--- src/rtl/sdram_arb_pkg.sv ---
// rtl/sdram_arb_pkg.sv - shared encodings and default widths for the SDRAM port arbiter
package sdram_arb_pkg;

    localparam int ADDR_W_DEF = 22;
    localparam int LEN_W_DEF  = 9;
    localparam int DATA_W_DEF = 16;

    // Which requester owns the controller for the current burst
    typedef enum logic {
        OWN_RD = 1'b0,
        OWN_WR = 1'b1
    } owner_t;

    typedef enum logic [1:0] {
        IDLE  = 2'd0,
        ISSUE = 2'd1,
        BUSY  = 2'd2
    } arb_state_t;

endpackage

--- src/rtl/sdram_arb_pick.sv ---
// rtl/sdram_arb_pick.sv - combinational urgent/round-robin winner selection
module sdram_arb_pick
    import sdram_arb_pkg::*;
(
    input  logic       rd_req,
    input  logic       rd_urgent,
    input  logic       wr_req,
    input  logic       last_served,
    input  logic       rd_len_zero,
    input  logic       wr_len_zero,
    output logic [1:0] grant,
    output logic       zero_len
);

    logic rd_win;
    logic wr_win;

    // Urgent read first, then the port not served last, then whoever is alone
    always_comb begin
        rd_win   = 1'b0;
        wr_win   = 1'b0;
        grant    = 2'b00;
        zero_len = 1'b0;

        rd_win   = rd_req & (rd_urgent | ~wr_req | (last_served == OWN_WR));
        wr_win   = wr_req & ~rd_win;
        grant    = {wr_win, rd_win};
        zero_len = (rd_win & rd_len_zero) | (wr_win & wr_len_zero);
    end

endmodule

--- src/rtl/sdram_port_arbiter.sv ---
// rtl/sdram_port_arbiter.sv - shares one SDRAM burst interface between the VGA reader and the frame writer
module sdram_port_arbiter
    import sdram_arb_pkg::*;
#(
    parameter int ADDR_W = ADDR_W_DEF,
    parameter int LEN_W  = LEN_W_DEF,
    parameter int DATA_W = DATA_W_DEF
) (
    input  logic              clk,
    input  logic              rst_n,
    input  logic              rd_req,
    input  logic              rd_urgent,
    input  logic [ADDR_W-1:0] rd_addr,
    input  logic [LEN_W-1:0]  rd_len,
    output logic              rd_gnt,
    output logic              rd_done,
    output logic              rd_data_vld,
    output logic [DATA_W-1:0] rd_data,
    input  logic              wr_req,
    input  logic [ADDR_W-1:0] wr_addr,
    input  logic [LEN_W-1:0]  wr_len,
    input  logic [DATA_W-1:0] wr_data,
    output logic              wr_gnt,
    output logic              wr_done,
    output logic              wr_data_rd,
    output logic              mem_req,
    output logic              mem_we,
    output logic [ADDR_W-1:0] mem_addr,
    output logic [LEN_W-1:0]  mem_len,
    input  logic              mem_ack,
    input  logic              mem_done,
    input  logic              mem_rdata_vld,
    input  logic [DATA_W-1:0] mem_rdata,
    input  logic              mem_wdata_rd,
    output logic [DATA_W-1:0] mem_wdata
);

    arb_state_t state;
    arb_state_t state_nxt;
    owner_t     owner;
    owner_t     owner_nxt;
    owner_t     last_served;
    owner_t     last_nxt;

    logic [1:0] grant;
    logic       zero_len;
    logic       load;
    logic       burst_active;

    sdram_arb_pick u_pick (
        .rd_req      (rd_req),
        .rd_urgent   (rd_urgent),
        .wr_req      (wr_req),
        .last_served (last_served),
        .rd_len_zero (rd_len == '0),
        .wr_len_zero (wr_len == '0),
        .grant       (grant),
        .zero_len    (zero_len)
    );

    // State, owner and fairness history; reset hands the first contest to the reader
    always_ff @(posedge clk or negedge rst_n) begin
        if (!rst_n) begin
            state       <= IDLE;
            owner       <= OWN_RD;
            last_served <= OWN_WR;
        end else begin
            state       <= state_nxt;
            owner       <= owner_nxt;
            last_served <= last_nxt;
        end
    end

    // Capture the winning burst descriptor so the controller sees stable values
    always_ff @(posedge clk or negedge rst_n) begin
        if (!rst_n) begin
            mem_addr <= '0;
            mem_len  <= '0;
            mem_we   <= 1'b0;
        end else if (load) begin
            mem_addr <= grant[1] ? wr_addr : rd_addr;
            mem_len  <= grant[1] ? wr_len : rd_len;
            mem_we   <= grant[1];
        end
    end

    // Next state plus grant/done pulses; rst_n gates IDLE arbitration so nothing pulses in reset
    always_comb begin
        state_nxt = state;
        owner_nxt = owner;
        last_nxt  = last_served;
        load      = 1'b0;
        rd_gnt    = 1'b0;
        wr_gnt    = 1'b0;
        rd_done   = 1'b0;
        wr_done   = 1'b0;
        mem_req   = 1'b0;

        case (state)
            IDLE: begin
                if (rst_n && (grant != 2'b00)) begin
                    rd_gnt = grant[0];
                    wr_gnt = grant[1];
                    if (zero_len) begin
                        // Nothing to transfer: acknowledge and finish without touching the controller
                        rd_done = grant[0];
                        wr_done = grant[1];
                    end else begin
                        load      = 1'b1;
                        owner_nxt = grant[1] ? OWN_WR : OWN_RD;
                        state_nxt = ISSUE;
                    end
                end
            end
            ISSUE: begin
                mem_req = 1'b1;
                if (mem_ack) begin
                    if (mem_done) begin
                        rd_done   = (owner == OWN_RD);
                        wr_done   = (owner == OWN_WR);
                        last_nxt  = owner;
                        state_nxt = IDLE;
                    end else begin
                        state_nxt = BUSY;
                    end
                end
            end
            BUSY: begin
                if (mem_done) begin
                    rd_done   = (owner == OWN_RD);
                    wr_done   = (owner == OWN_WR);
                    last_nxt  = owner;
                    state_nxt = IDLE;
                end
            end
            default: begin
                state_nxt = IDLE;
            end
        endcase
    end

    // Route controller data strobes only to the port that owns the burst
    always_comb begin
        burst_active = (state != IDLE);
        rd_data_vld  = mem_rdata_vld & burst_active & (owner == OWN_RD);
        wr_data_rd   = mem_wdata_rd & burst_active & (owner == OWN_WR);
        rd_data      = mem_rdata;
        mem_wdata    = wr_data;
    end

endmodule

--- config.mk ---
export PLATFORM = sky130hd
export DESIGN_NAME = sdram_port_arbiter
export DESIGN_NICKNAME = d
export VERILOG_FILES = /design/src/rtl/sdram_arb_pkg.sv /design/src/rtl/sdram_arb_pick.sv /design/src/rtl/sdram_port_arbiter.sv
export SDC_FILE = /design/constraint.sdc
export NUM_CORES = 1
export LEC_CHECK = 0
export CORE_AREA = 5 5 85 87
export CTS_CLUSTER_DIAMETER = 100
export CTS_CLUSTER_SIZE = 8
export DETAILED_ROUTE_END_ITERATION = 8
export DIE_AREA = 0 0 90 92
export PLACE_DENSITY_LB_ADDON = 0.3
export RECOVER_POWER = 25
export SLEW_MARGIN = 20
export SYNTH_ARGS = -nofsm -noshare
export SYNTH_HDL_FRONTEND = slang
export SYNTH_SLANG_ARGS = --single-unit
--- constraint.sdc ---
create_clock -name clk -period 3 [get_ports clk]
set_clock_uncertainty 0.05 [all_clocks]
set_input_delay 0.6 -clock clk [delete_from_list [all_inputs] [get_ports clk]]
set_output_delay 0.6 -clock clk [all_outputs]
set_load 0.02 [all_outputs]
After elaboration in Yosys (flattened, before gate mapping) --
Index checks and enable logic that the tools add are counted.
Storage, ports and cells: bits in registers 36, bits of input ports 103, output and inout port bits 71, logic and storage cells 67
Operators by class: equal/unequal tests 6, multiplexer cells 30, bitwise gates (word level) 15, reductions and logical operators 10
Operator list (count):
- $mux W22 | 1
- $mux W1 | 19
- $logic_not A9 Y1 | 2
- $mux W2 | 5
- $mux W9 | 1
- $and A1 B1 Y1 | 8
- $ne A2 B2 Y1 const B | 4
- $pmux W1 S3 | 2
- $pmux W2 S3 | 1
- $reduce_bool A2 Y1 | 3
- $not A1 Y1 | 4
- $reduce_and A4 Y1 | 1
- $or A1 B1 Y1 | 3
- $reduce_and A3 Y1 | 1
- $eq A2 B1 Y1 const B | 1
- $eq A2 B2 Y1 const B | 1
- $logic_not A2 Y1 | 1
- $pmux W1 S2 | 1
- $reduce_and A2 Y1 | 1
- $logic_and A1 B1 Y1 | 1

Longest topological paths before layout --
Gate-level depths: netlist of run 1.
depth after elaboration 11, gate-level depth with buffers 6, depth with buffers taken out 4

Hierarchy --
A second synthesis of run 1 with hierarchy kept.
Unflattened totals: cells, all modules 174, area total of the unflattened synthesis 2234.6 µm²
By module, submodules not included:
- sdram_port_arbiter | times used 1, cells each 166, area each 2174.6 µm²
- sdram_arb_pick | times used 1, cells each 8, area each 60.1 µm²

Worst setup path after synthesis of run 1 --
No wires, ideal clock.
path kind reg2out, start point register state[0], end point output port rd_done, arrival 1.633 ns, data required time 2.350 ns, setup slack 0.717 ns, stages on the path, launching flop included 4, buffers on the path 0, cell sequence dfrtp_1 -> nor2b_1 -> a21oi_1 -> o32ai_1
Between the ends: cells in the longest elaborated chain, start to end 2, elaborated cells between the ends (all ways) 4, those cells by class eq/ne (2); mux (1); reduce/logical (1)
Ends and longest elaborated chain:
- start, declared | line sdram_port_arbiter.sv:38 | arb_state_t state;
- start signal, assigned | line sdram_port_arbiter.sv:68 | state <= state_nxt;
- $eq A2 B2 Y1, or another cell as far along | line sdram_port_arbiter.sv:99 | case (state)
- $pmux W1 S3 * | line sdram_port_arbiter.sv:99
- end, declared | line sdram_port_arbiter.sv:16 | output logic rd_done,
Every way passes the cells marked *; elsewhere a longest branch is shown, timed or not.

Final worst setup path of run 1 --
start point input port wr_req, end point output port rd_gnt
Between the ends: cells in the longest elaborated chain, start to end 10
Ends and longest elaborated chain:
- start, declared | line sdram_port_arbiter.sv:19 | input logic wr_req,
- $not A1 Y1 | line sdram_arb_pick.sv:25 | rd_win = rd_req & (rd_urgent | ~wr_req | (last_served == OWN_WR));
- $or A1 B1 Y1 (2 in a row) | line sdram_arb_pick.sv:25
- $and A1 B1 Y1 | line sdram_arb_pick.sv:25
- $not A1 Y1 | line sdram_arb_pick.sv:26 | wr_win = wr_req & ~rd_win;
- $and A1 B1 Y1 | line sdram_arb_pick.sv:26
- $reduce_bool A2 Y1 | line sdram_port_arbiter.sv:101 | if (rst_n && (grant != 2'b00)) begin
- $logic_and A1 B1 Y1 | line sdram_port_arbiter.sv:101
- $mux W1 * | line sdram_port_arbiter.sv:101
- $mux W1 * | line sdram_port_arbiter.sv:99
- end, declared | line sdram_port_arbiter.sv:15 | output logic rd_gnt,
Marked as above.

==> reports/qor.txt, run 1 <==
Post-DRT Antenna Nets: 0
total congestion overflow: 0
Hold Path Origin: mem_len[7]
via count: 1637
most frequent cells in the layout: clkdlybuf4s50_1, dfrtp_1, mux2_2
Root Buffer Master: clkbuf_8
Finished Layout Cells: 342
R2R Setup Slk: 0.93 ns
routed vias/inst: 4.79
reg2reg start: state[1]
die footprint: 8280 um^2
Post-CTS Hold Fix Bufs: 0
Post-Synth XOR/XNOR Area: 0
Post-Synth Simple-Gate Area: 0.0556
register area: 877 um^2
largest family of logic cells by synthesized area: multiplexers
# diodes: 0
cells after synthesis: 177
placed cell areas: 3170 um^2
footprint of the multi-input gates: 1030 um^2
dpl cells: 334
synthesized flop and latch total: 35
HPWL Detailed: 4220 um
Final Hold Viols: 0
worst hold-check path type: register to register
Max IR drop VDD: 0.000466 V
total CTS buffers: 5
Worst-path clk slew: 0.07 ns
Adder-Cell Fraction of Synth Area: 0
WL met2: 2570 um
Initial DRC Count: 32
Syn Std Cell Area: 2200 um^2
I/O pin cnt: 174
Achievable Freq: 344 MHz
drt pass-1 iters: 4
Worst EP required: 2.35 ns
Routed WL per cell: 15.9 um
Core Rows: 29
max_cap viols: 1
Pwr per Cell Area: 822 nW/um^2
routed wire length: 5430 um
Tot Pwr: 2.68 mW
commonest non-fill, non-tap cell in the layout: clkdlybuf4s50_1
CTS tree: built
Tmin final: 2.90 ns
worst slew pin tran: 1.88 ns
Clock Path Buffers: 2
critical path arrival: 2.25 ns
RSZ-0062 raised after global routing: no
Filler Cell Count: 564
CTS Sinks: 35
Post-CTS Resized: 3
register area share after synthesis: 0.398
first-pass GRT wire length: 8630 um
uppermost layer routed: met4
YS warnings: 0
chip width: 90 um
violated checks: capacitance limit, slew limit
mux share of post-synthesis cell area: 0.366
Post-CTS Setup Inserts: 0
routability cong.: 0.836
Crit Path Max Fanout: 3
vias in the first global route: 1747
kind of end point of the critical path: output pin
nets: 367
crit path kind: input port to output pin
synthesized area per cell: 12.5 um^2
metal3 WL: 571 um
Final Instance Area: 3260 um^2
DRC: 0
clock latency at the later pin of the worst-skew pair: 0.27 ns
Compound-Gate Fraction of Synth Area: 0.0409
Final setup viols: 0
post-synth net total: 280
hold depth: 1
Worst slew margin: -0.255
die height: 92 um
Register-to-Register Path Depth: 6
Hold EP: mem_len[7]
critical path launch point type: input port
antenna violations before repair: 0
met1 WL: 2210 um
largest net degree at the start of global routing: 36
initial core utilization: 0.351
post-synth cell types: 27
H-tree depth: 2
share of layout cells above drive strength 1: 0.309
PortBufs: 109
status: finished with violations
reg2reg end: mem_addr[5]
core area: 6280 um^2
max-slew violations: 36
period utilization: 0.968
Total GRT Usage: 0.127
Layout area overhead: 47.7%
Leakage: 1.37 nW
## layer usage
| layer | GRT usage | vias up |
|---|---|---|
| met2 | 0.205 | 82 |
| met4 | 0.0509 | 0 |
| met3 | 0.0573 | 19 |
| li1 | - | 765 |
| met1 | 0.148 | 771 |
| met5 | 0 | - |
## flip-flops by register name, summed over array words and instances (netlist names)
register	flops
mem_addr	22
mem_len	9
state	2
last_served	1
owner	1
## cell type report
cell class | instances | area share
Tap cell | 77 | 0.0296
Inverter | 4 | 0.00461
Clock inverter | 3 | 0.00615
Timing Repair Buffer | 119 | 0.354
Sequential cell | 35 | 0.269
Multi-Input combinational cell | 99 | 0.315
Clock buffer | 5 | 0.0211
## worst max path at each step
| stage | start | endpoint | slack, ns | depth (start not counted) |
|---|---|---|---|---|
| 2_1_floorplan | state[0] | rd_done | 0.72 | 3 |
| 3_3_place_gp | wr_len[0] | wr_done | -0.18 | 6 |
| 3_5_place_dp | wr_len[0] | wr_done | -0.17 | 6 |
| 4_1_cts | wr_req | rd_gnt | 0.09 | 6 |
| 5_1_grt | wr_len[0] | wr_done | 0.02 | 6 |
| 6_report | wr_req | rd_gnt | 0.1 | 6 |
## cell families (layout without fill, tap and decap cells)
kind of cell | count (synthesis) | after routing
AO/OA/AOI/OAI | 12 | 12
AND/OR/NAND/NOR | 25 | 25
buffers and inverters | 43 | 131
flip-flops | 35 | 35
multiplexers | 62 | 62
## power by group
group	switching [mW]	leakage (nW)	internal, mW
combinational	0.621	0.914	0.869
sequential	0.145	0.411	0.710
clock	0.170	0.0402	0.161
## cell usage after synthesis, drive strengths merged
| cell type | n | area, um^2 |
|---|---|---|
| and2 | 1 | 6.26 |
| nor3b | 2 | 15.0 |
| dfstp | 1 | 26.3 |
| o21ai | 3 | 15.0 |
| a21o | 2 | 15.0 |
| nor3 | 1 | 5.00 |
| nor2b | 2 | 12.5 |
| nor4b | 1 | 8.76 |
| buf | 38 | 289 |
| mux2 | 62 | 807 |
| inv | 4 | 15.0 |
| nand2 | 8 | 30.0 |
| clkbuf | 1 | 3.75 |
| nand3 | 2 | 10.0 |
| a22o | 1 | 8.76 |
| a21oi | 1 | 5.00 |
| a22oi | 1 | 7.51 |
| o32ai | 2 | 17.5 |
| a32o | 1 | 11.3 |
| dfrtp | 34 | 851 |
| o311a | 1 | 10.0 |
| nor2 | 6 | 22.5 |
| nor4 | 2 | 12.5 |
## stage by stage
| stage | setup TNS (ns) | hold WS, ns | util | setup WS [ns] |
|---|---|---|---|---|
| 2_1_floorplan | 0 | 0.254 | - | 0.717 |
| 3_3_place_gp | -0.258 | 0.440 | 0.505 | -0.177 |
| 3_5_place_dp | -0.262 | 0.442 | 0.505 | -0.169 |
| 4_1_cts | 0 | 0.340 | 0.520 | 0.0925 |
| 5_1_grt | 0 | 0.468 | 0.519 | 0.0186 |
| 6_report | 0 | 0.459 | 0.519 | 0.0957 |
## worst max-delay path, stage by stage
cell and delay [ns]:
clkdlybuf4s50_1 0.47, buf_4 0.12, inv_1 0.03, o311a_1 0.35
buf_4 0.15, clkdlybuf4s50_1 0.54
Note: power is estimated with default switching activity, not from simulation.
==> run 2: changes to the inputs <==
--- a/config.mk
+++ b/config.mk
@@ -5,13 +5,15 @@
 export SDC_FILE = /design/constraint.sdc
 export NUM_CORES = 1
 export LEC_CHECK = 0
-export CORE_AREA = 5 5 85 87
+export CORE_AREA = 5 5 70 72
 export CTS_CLUSTER_DIAMETER = 100
 export CTS_CLUSTER_SIZE = 8
 export DETAILED_ROUTE_END_ITERATION = 8
-export DIE_AREA = 0 0 90 92
-export PLACE_DENSITY_LB_ADDON = 0.3
+export DIE_AREA = 0 0 75 77
+export DONT_BUFFER_PORTS = 1
+export PLACE_DENSITY_LB_ADDON = 0.2
 export RECOVER_POWER = 25
+export SKIP_CTS_REPAIR_TIMING = 1
 export SLEW_MARGIN = 20
 export SYNTH_ARGS = -nofsm -noshare
 export SYNTH_HDL_FRONTEND = slang
==> run 2 against run 1 <==
- the run still ends with capacitance limit, slew limit left
- clock-buffer cell count stayed put
- sequential power increased by 39%
- setup slack improved by 0.44 ns
- via count shrank 24%
- power is 16% lower
- non-clock buffer count is 113 lower
- wire length is 3.6% lower
- combinational power shrank 59%
==> reports/qor.txt, run 2 (synthesis gave the netlist of run 1 again) <==
Routed WL per cell: 25.7 um
Flop pwr share: 0.533
Register-to-Register Path Depth: 4
die footprint: 5780 um^2
routed wire length: 5240 um
clock latency at the later pin of the worst-skew pair: 0.28 ns
total CTS buffers: 5
crit path kind: register to output pin
max reg flops: 22
Pwr per Cell Area: 1050 nW/um^2
worst slew pin tran: 1.85 ns
DRC: 0
first-pass GRT wire length: 7710 um
drt pass-1 iters: 3
Final Instance Area: 2140 um^2
most frequent cells in the layout: dfrtp_1, mux2_2, mux2_4
critical path arrival: 1.82 ns
internal power: 1.36 mW
Hold WS: 0.101 ns
# diodes: 0
CP max stage delay: 0.44 ns
Root Buffer Master: clkbuf_8
reg2reg end: mem_addr[4]
Final Hold Viols: 0
nets: 254
vias in the first global route: 1443
initial core utilization: 0.521
Initial DRC Count: 23
routability cong.: 0.821
Finished Layout Cells: 204
Total GRT Usage: 0.176
status: finished with violations
reg2reg start: state[1]
switching portion of total power: 0.393
Final setup viols: 0
die height: 77 um
placed cell areas: 2010 um^2
Setup Slack @ Placement: 0.354 ns
max-slew violations: 35
core area: 4230 um^2
dpl cells: 195
violated checks: capacitance limit, slew limit
Tot Pwr: 2.24 mW
H-tree depth: 2
P_sw: 0.879 mW
Achievable Freq: 405 MHz
period utilization: 0.823
Largest Register: mem_addr
critical path's most frequent cell: buf_4
Comb power frac: 0.276
setup ws final: 0.531 ns
Worst slew margin: -0.231
Crit Path Max Fanout: 6
max_cap viols: 1
Util after Layout: 0.506
CTS Sinks: 35
worst hold-check path type: input port to async pin
kind of end point of the critical path: output pin
share of layout cells above drive strength 1: 0.507
Layout area overhead: -2.89%
Worst EP required: 2.35 ns
HPWL Detailed: 3960 um
R2R Setup Slk: 0.84 ns
Post-DRT Antenna Nets: 0
Clock Path Buffers: 2
crit path max-delay cell type: dfrtp_1
total congestion overflow: 0
setup_tns: 0 ns
Worst-path clk slew: 0.07 ns
crit-path cells: nor3b_1, o311a_1, buf_4, inv_1, o32ai_1, buf_4
routed vias/inst: 6.14
RSZ-0062 raised after global routing: no
Max IR drop VDD: 0.000384 V
antenna violations before repair: 0
Clock power frac: 0.191
largest net degree at the start of global routing: 38
Core Rows: 24
Leakage: 0.933 nW
commonest non-fill, non-tap cell in the layout: dfrtp_1
via count: 1252
chip width: 75 um
critical path launch point type: register
CTS tree: built
PortBufs: 0
I/O pin cnt: 174
Tmin final: 2.47 ns
biggest regs: mem_addr: 22 flops, mem_len: 9 flops, state: 2 flops
==> run 2: cell count changes in the layout (fill, tap and decap cells not counted) <==
cell             previous run  this run
clkinv_4                    0         1
nor4_1                      1         2
clkdlybuf4s50_1           106         0
dlygate4sd2_1               2         0
a32o_2                      1         0
nor4_2                      1         0
a32o_4                      0         1
bufinv_16                   0         1
clkbuf_1                    2         1
buf_4                       9         5
clkinvlp_4                  2         0
==> run 2: worst max path at each step <==
| stage | depth (start not counted) | start | end | slack [ns] |
|---|---|---|---|---|
| floorplan | 3 | state[0] | rd_done | 0.72 |
| global placement | 4 | rst_n | mem_addr[5] | 0.46 |
| detailed placement | 4 | rst_n | mem_addr[4] | 0.35 |
| CTS | 4 | state[1] | mem_addr[4] | 0.50 |
| global route | 6 | state[1] | rd_done | 0.36 |
| finish | 6 | state[1] | rd_done | 0.53 |
==> run 2: metal layers <==
layer | global-route usage | up-vias | routed length, um
li1 | - | 538 | -
met1 | 0.186 | 605 | 1750
met2 | 0.295 | 90 | 2680
met3 | 0.0850 | 19 | 699
met4 | 0.0623 | 0 | 106
met5 | 0 | - | 0
==> run 2: power groups by stage <==
| stage | Sequential [mW] | Clock [mW] | Combinational (mW) |
|---|---|---|---|
| after CTS | 1.20 | 0.441 | 0.618 |
| after detailed placement | 1.20 | 0 | 0.617 |
| after global routing | 1.22 | 0.461 | 0.665 |
| final | 1.19 | 0.427 | 0.618 |
| after floorplan | 1.12 | 0 | 0.617 |
| after global placement | 1.20 | 0 | 0.591 |
==> run 2: final cells by class <==
| type | instances | area, um^2 |
|---|---|---|
| clock buffers | 5 | 68.8 |
| clock inverters | 3 | 43.8 |
| fillers | 374 | 2090 |
| inverters | 4 | 15.0 |
| multi-input cells | 99 | 1030 |
| flip-flops and latches | 35 | 877 |
| well taps | 52 | 65.1 |
| repair buffers | 6 | 41.3 |
==> run 2: critical path, delay by kind of cell, from the launching register on <==
family / cells / cell delay, ns
flops: 1 / 0.44
buf+inv: 3 / 0.40
compound gates: 2 / 0.36
simple gates: 1 / 0.33
